===== config.mk =====
export PLATFORM = sky130hd
export DESIGN_NAME = i3c_target_addr_responder
export DESIGN_NICKNAME = d
export VERILOG_FILES = /design/src/rtl/i3c_target_addr_responder_pkg.sv /design/src/rtl/i3c_bus_cond_detect.sv /design/src/rtl/i3c_target_addr_responder.sv
export SDC_FILE = /design/constraint.sdc
export NUM_CORES = 1
export LEC_CHECK = 0
export ABC_AREA = 1
export BUFFER_PORTS_ARGS = -buffer_cell sky130_fd_sc_hd__buf_4
export CORE_MARGIN = 3
export CORE_UTILIZATION = 30
export DETAILED_ROUTE_END_ITERATION = 6
export HOLD_SLACK_MARGIN = 0.03
export PLACE_DENSITY = 0.55
export SETUP_SLACK_MARGIN = 0.5
export SYNTH_ARGS = -nofsm -noshare
export SYNTH_HDL_FRONTEND = slang
export SYNTH_SLANG_ARGS = --single-unit

===== constraint.sdc =====
create_clock -name clk_i -period 1.36 [get_ports clk_i]
set_input_delay 0.34 -clock clk_i [delete_from_list [all_inputs] [get_ports clk_i]]
set_output_delay 0.34 -clock clk_i [all_outputs]
set_load 0.01 [all_outputs]

===== src/rtl/i3c_target_addr_responder_pkg.sv =====
// i3c_target_addr_responder_pkg: shared widths, broadcast address and target FSM states
package i3c_target_addr_responder_pkg;
  localparam int ADDR_WIDTH = 7;
  localparam logic [ADDR_WIDTH-1:0] BCAST_ADDR = 7'h7E;
  typedef enum logic [1:0] {TGT_IDLE, TGT_ADDR, TGT_ACK, TGT_WAIT} tgt_state_e;
endpackage


===== src/rtl/i3c_bus_cond_detect.sv =====
// i3c_bus_cond_detect: SCL edges and START/STOP conditions from synchronised SCL/SDA
//  clk_i/rst_i: clock, sync active-high reset; scl_i/sda_i: synchronised lines
//  scl_rise_o/scl_fall_o: SCL edges; start_o/stop_o: SDA fall/rise while SCL high
module i3c_bus_cond_detect (
  input  logic clk_i,
  input  logic rst_i,
  input  logic scl_i,
  input  logic sda_i,
  output logic scl_rise_o,
  output logic scl_fall_o,
  output logic start_o,
  output logic stop_o
);
  logic scl_q, sda_q;
  // History resets to the idle-high bus level so no edge is reported after reset.
  always_ff @(posedge clk_i)
    if (rst_i) {scl_q, sda_q} <= 2'b11;
    else {scl_q, sda_q} <= {scl_i, sda_i};
  assign scl_rise_o = scl_i & ~scl_q;
  assign scl_fall_o = ~scl_i & scl_q;
  assign start_o    = scl_i & scl_q & sda_q & ~sda_i;
  assign stop_o     = scl_i & scl_q & ~sda_q & sda_i;
endmodule


===== src/rtl/i3c_target_addr_responder.sv =====
// i3c_target_addr_responder: target address phase - capture address+RnW, ACK own/broadcast
//  scl_i/sda_i: synchronised bus; dyn_addr_i/dyn_addr_vld_i: assigned dynamic address
//  sda_pull_o: open-drain ACK drive; addr_done_o: ACK slot finished pulse with
//  addr_match_o/bcast_o; rnw_o/rx_addr_o: captured byte; busy_o: START..STOP
module i3c_target_addr_responder
  import i3c_target_addr_responder_pkg::*;
#(
  parameter logic [ADDR_WIDTH-1:0] STATIC_ADDR = 7'h50
) (
  input  logic                  clk_i,
  input  logic                  rst_i,
  input  logic                  scl_i,
  input  logic                  sda_i,
  input  logic [ADDR_WIDTH-1:0] dyn_addr_i,
  input  logic                  dyn_addr_vld_i,
  output logic                  sda_pull_o,
  output logic                  addr_done_o,
  output logic                  addr_match_o,
  output logic                  bcast_o,
  output logic                  rnw_o,
  output logic [ADDR_WIDTH-1:0] rx_addr_o,
  output logic                  busy_o
);
  tgt_state_e state_q, state_d;
  logic [ADDR_WIDTH:0] shift_q, shift_d;
  logic [3:0] cnt_q, cnt_d;
  logic [ADDR_WIDTH-1:0] rx_q, rx_d;
  logic pull_q, pull_d, done_q, done_d, match_q, match_d, bcast_q, bcast_d, rnw_q, rnw_d;
  logic own_hit_q, own_hit_d, bc_hit_q, bc_hit_d;
  logic scl_rise, scl_fall, start, stop, own_hit, bc_hit;

  i3c_bus_cond_detect u_cond (
    .clk_i     (clk_i),
    .rst_i     (rst_i),
    .scl_i     (scl_i),
    .sda_i     (sda_i),
    .scl_rise_o(scl_rise),
    .scl_fall_o(scl_fall),
    .start_o   (start),
    .stop_o    (stop)
  );

  assign own_hit = shift_q[ADDR_WIDTH:1] == (dyn_addr_vld_i ? dyn_addr_i : STATIC_ADDR);
  assign bc_hit  = shift_q[ADDR_WIDTH:1] == BCAST_ADDR && !shift_q[0];

  always_ff @(posedge clk_i)
    if (rst_i) begin
      state_q   <= TGT_IDLE;
      shift_q   <= '0;
      cnt_q     <= '0;
      rx_q      <= '0;
      pull_q    <= 1'b0;
      done_q    <= 1'b0;
      match_q   <= 1'b0;
      bcast_q   <= 1'b0;
      rnw_q     <= 1'b0;
      own_hit_q <= 1'b0;
      bc_hit_q  <= 1'b0;
    end else begin
      state_q   <= state_d;
      shift_q   <= shift_d;
      cnt_q     <= cnt_d;
      rx_q      <= rx_d;
      pull_q    <= pull_d;
      done_q    <= done_d;
      match_q   <= match_d;
      bcast_q   <= bcast_d;
      rnw_q     <= rnw_d;
      own_hit_q <= own_hit_d;
      bc_hit_q  <= bc_hit_d;
    end

  always_comb begin
    state_d   = state_q;
    shift_d   = shift_q;
    cnt_d     = cnt_q;
    rx_d      = rx_q;
    pull_d    = pull_q;
    done_d    = 1'b0;
    match_d   = 1'b0;
    bcast_d   = 1'b0;
    rnw_d     = rnw_q;
    own_hit_d = own_hit_q;
    bc_hit_d  = bc_hit_q;
    if (stop) begin
      state_d = TGT_IDLE;
      cnt_d   = '0;
      pull_d  = 1'b0;
    end else if (start) begin
      state_d = TGT_ADDR;
      cnt_d   = '0;
      shift_d = '0;
      pull_d  = 1'b0;
    end else if (state_q == TGT_ADDR) begin
      if (scl_rise && cnt_q != 4'd8) begin
        shift_d = {shift_q[ADDR_WIDTH-1:0], sda_i};
        cnt_d   = cnt_q + 4'd1;
      end else if (scl_fall && cnt_q == 4'd8) begin
        // Match result is frozen here so later dynamic-address updates cannot alter this ACK.
        state_d   = TGT_ACK;
        rx_d      = shift_q[ADDR_WIDTH:1];
        rnw_d     = shift_q[0];
        own_hit_d = own_hit;
        bc_hit_d  = bc_hit;
        pull_d    = own_hit | bc_hit;
      end
    end else if (state_q == TGT_ACK && scl_fall) begin
      state_d = TGT_WAIT;
      pull_d  = 1'b0;
      done_d  = 1'b1;
      match_d = own_hit_q;
      bcast_d = bc_hit_q;
    end
  end

  assign sda_pull_o   = pull_q;
  assign addr_done_o  = done_q;
  assign addr_match_o = match_q;
  assign bcast_o      = bcast_q;
  assign rnw_o        = rnw_q;
  assign rx_addr_o    = rx_q;
  assign busy_o       = state_q != TGT_IDLE;
endmodule


==> results.txt, run 1 <==
WL final = 3490 um
final non-filler cell total = 290
yosys warns = 0
Cell Int Power = 1.51 mW
Syn Inst Count = 187
final worst path period share = 1.05
Hold Startpoint = sda_i
antenna cells = 0
Synth Area per Inst = 7.60 um^2
Final ANT Viol Nets = 0
Starting Density = 0.318
post-synth top area share = 0.423
row count = 24
H-tree Lvls = 2
dpl cells = 270
Total Routing Usage GR = 0.133
synth top area cells = dfxtp_1 (42%), nand2_1 (15%), a21oi_2 (6.8%)
Synth Cell Area = 1420 um^2
outcome = finished, violations left
Peak VDD IR = 0.391 mV
r2r setup slk = -0.06 ns
DP HPWL = 2310 um
DR vias = 1323
Die W = 74.8 um
Slew HR = 0.803
post-layout util = 0.471
Setup violations, final = 15
Reg clk slew, reported paths = 0.06 ns
Final Hold Fails = 0
Tmin final = 1.42 ns
routed len/inst = 12.0 um
TritonCTS buffer count = 5
core area = 4470 um^2
setup repair after global routing missed its margin = yes
Max Freq = 703 MHz
max-slew violations = 0
# IOs = 25
Syn Nets = 201
RePlAce Congestion = 0.736
max cap viols = 0
reg2reg path depth = 9
hold_buf cts = 0
Die Height = 74.8 um
hold path depth = 2
Area after DPL = 1760 um^2
WS Path Type = register to register
area grow syn2layout = 48.2%
Skew-Pair Late Insertion Delay = 0.28 ns
Clock Path Buffers = 2
DRC viols = 0
Tot Pwr = 1.93 mW
Iter 0 DRT Violations = 35
Min-Delay Endpoint = u_cond.sda_q
nets = 251
final clock skew = 0.00363 ns
leakage power = 0.875 nW
layout cells sized above 1 = 0.529
Sequential cell area = 621 um^2
final instance area = 2110 um^2
Max FO, Critical Path = 8
CTS sink count = 30
switch share = 0.219
failing checks = setup timing
GRT overflow = 0
worst-margin pin slew = 0.295 ns
pin count of the biggest net entering global routing = 16
Port Buf Inserts = 24
largest area contributor in the netlist = dfxtp_1
area of the multi-input gates = 812 um^2
number of fill cells = 453
dpl ws = -0.0502 ns
worst r2r src = cnt_q[0]
Root Buffer = clkbuf_8
sequential share of the synthesized area = 0.423
antenna violations before repair = 0
worst setup margin = -0.0624 ns
Comb pwr share = 0.084
PwrDens = 915 nW/um^2
Yosys reg bits = 30
Worst Setup Start Kind = register
number of distinct library cells after synthesis = 28
R2R Path End = rx_addr_o[1]
worst hold path type = primary input to register
global-route wire length before repair = 5600 um
Pre-antenna DRT Iters = 4
vias in the first global route = 1220
sequential power share = 0.462
Critical Path Sink Type = register
worst path arrival time = 1.64 ns
Psw = 0.422 mW
vias per inst = 4.56
Worst Path Required = 1.57 ns
CTS tree = yes
die area = 5600 um^2
clock network power share = 0.454
==> cell usage after synthesis, drive strengths merged <==
master,n
nand2,62
dfxtp,30
a21oi,23
inv,19
nor2,15
nand3,10
o21ai,9
buf,4
nand3b,3
nor3,3
ha,2
nand4,2
or2,2
clkinv,1
nor3b,1
xnor2,1
==> layout by cell type, fill, tap and decap left out, drive strengths merged <==
cell,n
nand2,62
buf,44
dfxtp,30
a21oi,23
inv,19
nor2,16
nand3,10
o21ai,9
clkbuf,7
nand3b,3
nor3,3
clkinv,3
or2,2
nand4,2
ha,2
xnor2,1
nor3b,1
bufinv,1
==> worst max path at each step <==
| stage | from | endpoint | cells after the start |
|---|---|---|---|
| finish | cnt_q[0] | rx_addr_o[1] | 9 |
| global route | cnt_q[0] | bc_hit_q | 9 |
| CTS | cnt_q[0] | rx_addr_o[5] | 9 |
| detailed placement | cnt_q[1] | rx_addr_o[2] | 9 |
| global placement | cnt_q[1] | shift_q[7] | 8 |
| floorplan | cnt_q[0] | cnt_q[0] | 8 |
==> area by class of cell <==
type	count	area share
inverters	20	0.0416
clock inverters	1	0.0143
multi-input cells	134	0.385
well taps	52	0.0309
repair buffers	44	0.189
repair inverters	2	0.00831
flip-flops and latches	30	0.295
clock buffers	7	0.0362
==> critical path, cell delays in order (launching register included) <==
cell and delay (ns):
dfxtp_2 0.32, inv_2 0.07, ha_4 0.14, nand2_4 0.05, nor2_4 0.17, buf_6 0.12, nand3_4 0.18, clkinv_4 0.13
nand2_2 0.05, a21oi_2 0.11
==> power by group through the flow <==
stage	clock network, mW	logic [mW]	registers (mW)
global placement	0	0.141	0.910
global route	0.928	0.181	0.892
floorplan	0	0.0803	0.910
finish	0.875	0.162	0.892
detailed placement	0	0.141	0.910
CTS	0.894	0.153	0.892
==> per-stage QoR <==
| step | TNS [ns] | hold WS (ns) |
|---|---|---|
| after floorplan | 0 | 0.402 |
| after global placement | -0.120 | 0.430 |
| after detailed placement | -0.514 | 0.429 |
| after CTS | -0.0985 | 0.288 |
| after global routing | -2.52 | 0.300 |
| final | -0.637 | 0.292 |
==> logic make-up (layout without fill, tap and decap cells) <==
logic type / Yosys count / count (layout) / share of synthesized area
and+or+nand+nor: 98 / 99 / 0.331
AOI/OAI and AO/OA: 32 / 32 / 0.142
adders and majority gates: 2 / 2 / 0.0176
buffers and inverters: 24 / 74 / 0.0810
DFF: 30 / 30 / 0.423
xor gates and xnor gates: 1 / 1 / 0.00616
==> what timing repair did <==
action,4_1_cts,5_1_grt
buffers inserted,4,5
gates resized for setup,38,22
endpoints found under the setup margin,40,41
cloned,3,0
pin swaps,10,9
==> layer usage <==
metal,vias up,share of wire,track usage
met2,27,0.47,0.209
met3,4,0.042,0.0320
met4,0,0.015,0.0534
met5,-,0,0
li1,700,-,-
met1,592,0.47,0.174
==> registers in the layout (all words and copies together), names as in the netlist, 2 cells and up <==
| name | cells |
|---|---|
| shift_q | 8 |
| rx_addr_o | 7 |
| cnt_q | 4 |
| state_q | 2 |
Note: power is estimated with default switching activity, not from simulation.
==> inputs of run 2 (changes only) <==
--- a/config.mk
+++ b/config.mk
@@ -12,6 +12,7 @@
 export DETAILED_ROUTE_END_ITERATION = 6
 export HOLD_SLACK_MARGIN = 0.03
 export PLACE_DENSITY = 0.55
+export REMOVE_ABC_BUFFERS = 1
 export SETUP_SLACK_MARGIN = 0.5
 export SYNTH_ARGS = -nofsm -noshare
 export SYNTH_HDL_FRONTEND = slang
==> results.txt, run 2 (synthesis gave the netlist of run 1 again) <==
antenna violations before repair = 0
worst setup margin = -0.00703 ns
number of fill cells = 421
layout cells sized above 1 = 0.557
Tmin final = 1.37 ns
Port Buf Inserts = 24
worst stage delay on the critical path = 0.33 ns
vias in the first global route = 1361
DRC viols = 0
DR vias = 1376
WS Path Type = register to register
routed len/inst = 12.1 um
Pre-antenna DRT Iters = 4
RePlAce Congestion = 0.745
global-route wire length before repair = 6160 um
hold_buf cts = 0
crit-path leading delay family = simple AND/OR/NAND/NOR gates
max reg flops = 8
area grow syn2layout = 59.9%
# IOs = 25
wl on met1 = 1640 um
Reg with most FFs = shift_q
Peak VDD IR = 0.483 mV
nets = 259
GRT overflow = 0
antenna cells = 0
CP Cell Sequence = inv_2 > ha_4 > nand2_4 > nor2_4 > nor3_4 > buf_6 > buf_6 > nand2_1 > a21oi_2
Clock Path Buffers = 2
H-tree Lvls = 2
Final Hold Fails = 0
Final ANT Viol Nets = 0
CTS sink count = 30
Die Height = 74.8 um
row count = 24
Slew HR = 0.822
WL final = 3610 um
final worst path period share = 1.01
Critical Path Sink Type = register
critical path buffer and inverter count = 3
worst-margin pin slew = 0.266 ns
leakage power = 0.981 nW
failing checks = setup timing
cell repeated most along the worst path = buf_6
Max FO, Critical Path = 7
setup TNS = -0.0200 ns
Max Freq = 732 MHz
WL met3 = 134 um
Root Buffer = clkbuf_8
Worst Path Required = 1.58 ns
max-slew violations = 0
Setup violations, final = 4
worst hold path type = primary input to register
Crit-path slowest cell = dfxtp_2
commonest cells after routing, fill and taps aside = nand2_1 (49), buf_4 (31), buf_6 (21)
met2 WL = 1750 um
most common cell after layout, fill and taps aside = nand2_1
Skew-Pair Late Insertion Delay = 0.28 ns
Starting Density = 0.318
pin count of the biggest net entering global routing = 16
worst path arrival time = 1.59 ns
CTS tree = yes
Total Routing Usage GR = 0.143
Die W = 74.8 um
r2r setup slk = -0.007 ns
Iter 0 DRT Violations = 54
Worst Setup Start Kind = register
final clock skew = 0.00563 ns
PwrDens = 966 nW/um^2
outcome = finished, violations left
die area = 5600 um^2
max cap viols = 0
TritonCTS buffer count = 5
setup repair after global routing missed its margin = yes
post-layout util = 0.508
core area = 4470 um^2
DP HPWL = 2310 um
vias per inst = 4.62
top sig layer = met4
Reg clk slew, reported paths = 0.07 ns
## run 2: where the power goes
group / switching [mW] / leakage, nW / internal (mW)
logic: 0.0961 / 0.659 / 0.0805
registers: 0.00512 / 0.251 / 0.885
clock network: 0.349 / 0.0714 / 0.781
## run 2: path summary, 6_finish.rpt
kind            start            to  cells after the start
max          cnt_q[1]    shift_q[3]                      9
max reg2reg  cnt_q[1]    shift_q[3]                      9
min             sda_i  u_cond.sda_q                      2
min reg2reg  bc_hit_q       bcast_o                      2
## run 2: layout make-up
type,count,area (um^2),share of cell area
clock buffer,6,82.6,0.0363
clock inverter,2,60.1,0.0264
inverter,20,87.6,0.0385
multi-input combinational,134,848,0.373
sequential,30,624,0.275
tap,52,65.1,0.0286
timing repair buffer,53,489,0.215
timing repair inverter,1,16.3,0.00715
## run 2: worst reg2reg max path, delay by kind of cell, from the launching register on
family / cells / cell delay (ns)
buffers and inverters: 3 / 0.34
AND/OR/NAND/NOR: 4 / 0.36
AO/OA/AOI/OAI: 1 / 0.12
adder cells (fa/ha/maj): 1 / 0.15
flip-flops: 1 / 0.33
## run 2: routing by layer
layer,up-vias,track usage
li1,713,-
met1,626,0.188
met2,28,0.224
met3,9,0.0360
met4,0,0.0593
met5,-,0
## run 2: per-stage QoR
step	cell area, um^2	setup slack (ns)	cells	power, mW	hold slack [ns]
floorplan	1380	-0.0293	183	0.975	0.402
global placement	1760	-0.0130	275	1.05	0.432
detailed placement	1760	-0.0172	275	1.05	0.430
CTS	2160	-0.0196	292	2.19	0.284
global route	2270	-0.0984	298	2.28	0.283
finish	2270	-0.00703	298	2.20	0.284
## run 2: repair_timing
| action | in CTS | in global routing |
|---|---|---|
| setup endpoints to repair | 41 | 41 |
| cloned | 2 | 0 |
| setup buffers | 7 | 6 |
| pin swaps | 18 | 12 |
| resized for setup | 65 | 19 |
==> inputs of run 3 (changes only) <==
--- a/config.mk
+++ b/config.mk
@@ -14,6 +14,7 @@
 export PLACE_DENSITY = 0.55
 export REMOVE_ABC_BUFFERS = 1
 export SETUP_SLACK_MARGIN = 0.5
+export SKIP_CTS_REPAIR_TIMING = 1
 export SYNTH_ARGS = -nofsm -noshare
 export SYNTH_HDL_FRONTEND = slang
 export SYNTH_SLANG_ARGS = --single-unit
==> results.txt, run 3 (synthesis gave the netlist of run 1 again) <==
WS Path Type = register to register
final clock skew = 0.00430 ns
dpl cells = 275
max reg flops = 8
Crit-path slowest cell = dfxtp_2
Slew HR = 0.851
Reg with most FFs = shift_q
Iter 0 DRT Violations = 69
R2R Path End = shift_q[4]
DRC viols = 0
failing checks = setup timing
commonest cells after routing, fill and taps aside = nand2_1 (51), buf_4 (30), buf_6 (17)
worst r2r src = cnt_q[1]
Worst Hold Slack = 0.287 ns
area grow syn2layout = 54.3%
Die Height = 74.8 um
RePlAce Congestion = 0.745
final worst path period share = 1.01
Worst Path Required = 1.58 ns
WL final = 3460 um
pin count of the biggest net entering global routing = 17
final non-filler cell total = 295
Max FO, Critical Path = 7
crit-path leading delay family = flip-flops
TritonCTS buffer count = 5
worst hold path type = primary input to register
Total Routing Usage GR = 0.130
max-slew violations = 0
routed len/inst = 11.7 um
# IOs = 25
leakage power = 0.937 nW
PwrDens = 997 nW/um^2
critical path buffer and inverter count = 3
Min-Delay Endpoint = u_cond.sda_q
CTS tree = yes
most common cell after layout, fill and taps aside = nand2_1
worst stage delay on the critical path = 0.35 ns
CP Cell Sequence = inv_2 > ha_4 > nand2_4 > nor2_4 > nor3_4 > buf_6 > buf_8 > nand2_1 > a21oi_2
Tmin final = 1.37 ns
die area = 5600 um^2
vias in the first global route = 1269
max cap viols = 0
Root Buffer = clkbuf_8
layout cells sized above 1 = 0.502
worst-margin pin slew = 0.223 ns
number of fill cells = 427
vias per inst = 4.68
reg2reg path depth = 9
Final Hold Fails = 0
antenna violations before repair = 0
worst setup margin = -0.0123 ns
Pre-antenna DRT Iters = 4
Die W = 74.8 um
global-route wire length before repair = 5620 um
Setup violations, final = 5
row count = 24
nets = 256
hold path depth = 2
Worst Setup Start Kind = register
grt met2 use = 0.198
Final ANT Viol Nets = 0
GR Layer Usage met3 = 0.0360
Reg clk slew, reported paths = 0.07 ns
Max Freq = 729 MHz
GR Util met1 = 0.169
Starting Density = 0.318
CTS sink count = 30
H-tree Lvls = 2
Peak VDD IR = 0.482 mV
core area = 4470 um^2
antenna cells = 0
Port Buf Inserts = 24
GRT busiest layer = met2
outcome = finished, violations left
r2r setup slk = -0.01 ns
DR vias = 1380
worst path arrival time = 1.59 ns
setup repair after global routing missed its margin = yes
Skew-Pair Late Insertion Delay = 0.28 ns
Hold Startpoint = sda_i
Clock Path Buffers = 2
DP HPWL = 2310 um
GRT overflow = 0
Critical Path Sink Type = register
==> run 3: cell count changes in the layout (fill, tap and decap cells not counted), moves of 2 or more <==
cell / delta
a21oi_2: -8
buf_6: -4
a21oi_1: +8
nand2_1: +2
nand2_4: -2
==> run 3: cell type report <==
cell class	instances	area, um^2	share of cell area
inverters	20	87.6	0.0399
clock inverters	2	60.1	0.0274
repair inverters	1	8.76	0.00399
repair buffers	50	472	0.215
clock buffers	6	82.6	0.0376
well taps	52	65.1	0.0297
multi-input cells	134	795	0.362
flip-flops and latches	30	623	0.284
==> run 3: how the worst max path moves through the flow <==
| stage | cells past startpoint | endpoint | start |
|---|---|---|---|
| final | 9 | shift_q[4] | cnt_q[1] |
| after global routing | 9 | shift_q[7] | cnt_q[1] |
| after CTS | 9 | rx_addr_o[5] | cnt_q[0] |
| after detailed placement | 9 | rx_addr_o[5] | cnt_q[0] |
| after global placement | 8 | rx_addr_o[4] | cnt_q[0] |
| after floorplan | 8 | cnt_q[2] | cnt_q[0] |
==> run 3: through the flow <==
stage / power [mW] / setup TNS [ns] / utilization / cell area, um^2 / worst slack (ns)
3_5_place_dp: 1.05 / -0.0400 / 0.393 / 1760 / -0.0172
6_report: 2.19 / -0.0416 / 0.490 / 2190 / -0.0123
5_1_grt: 2.26 / -1.33 / 0.490 / 2190 / -0.104
4_1_cts: 2.18 / -0.298 / 0.425 / 1900 / -0.0361
2_1_floorplan: 0.975 / -0.184 / - / 1380 / -0.0293
3_3_place_gp: 1.05 / -0.0411 / 0.393 / 1760 / -0.0130
==> run 3: metal layers <==
layer,vias up,part of all wire
li1,709,-
met1,631,0.46
met2,31,0.47
met3,9,0.046
met4,0,0.025
met5,-,0
==> run 3: where the power goes <==
part | switching [mW] | internal (mW)
Sequential | 0.00528 | 0.885
Clock | 0.352 | 0.781
Combinational | 0.0904 | 0.0744
Total | 0.447 | 1.74
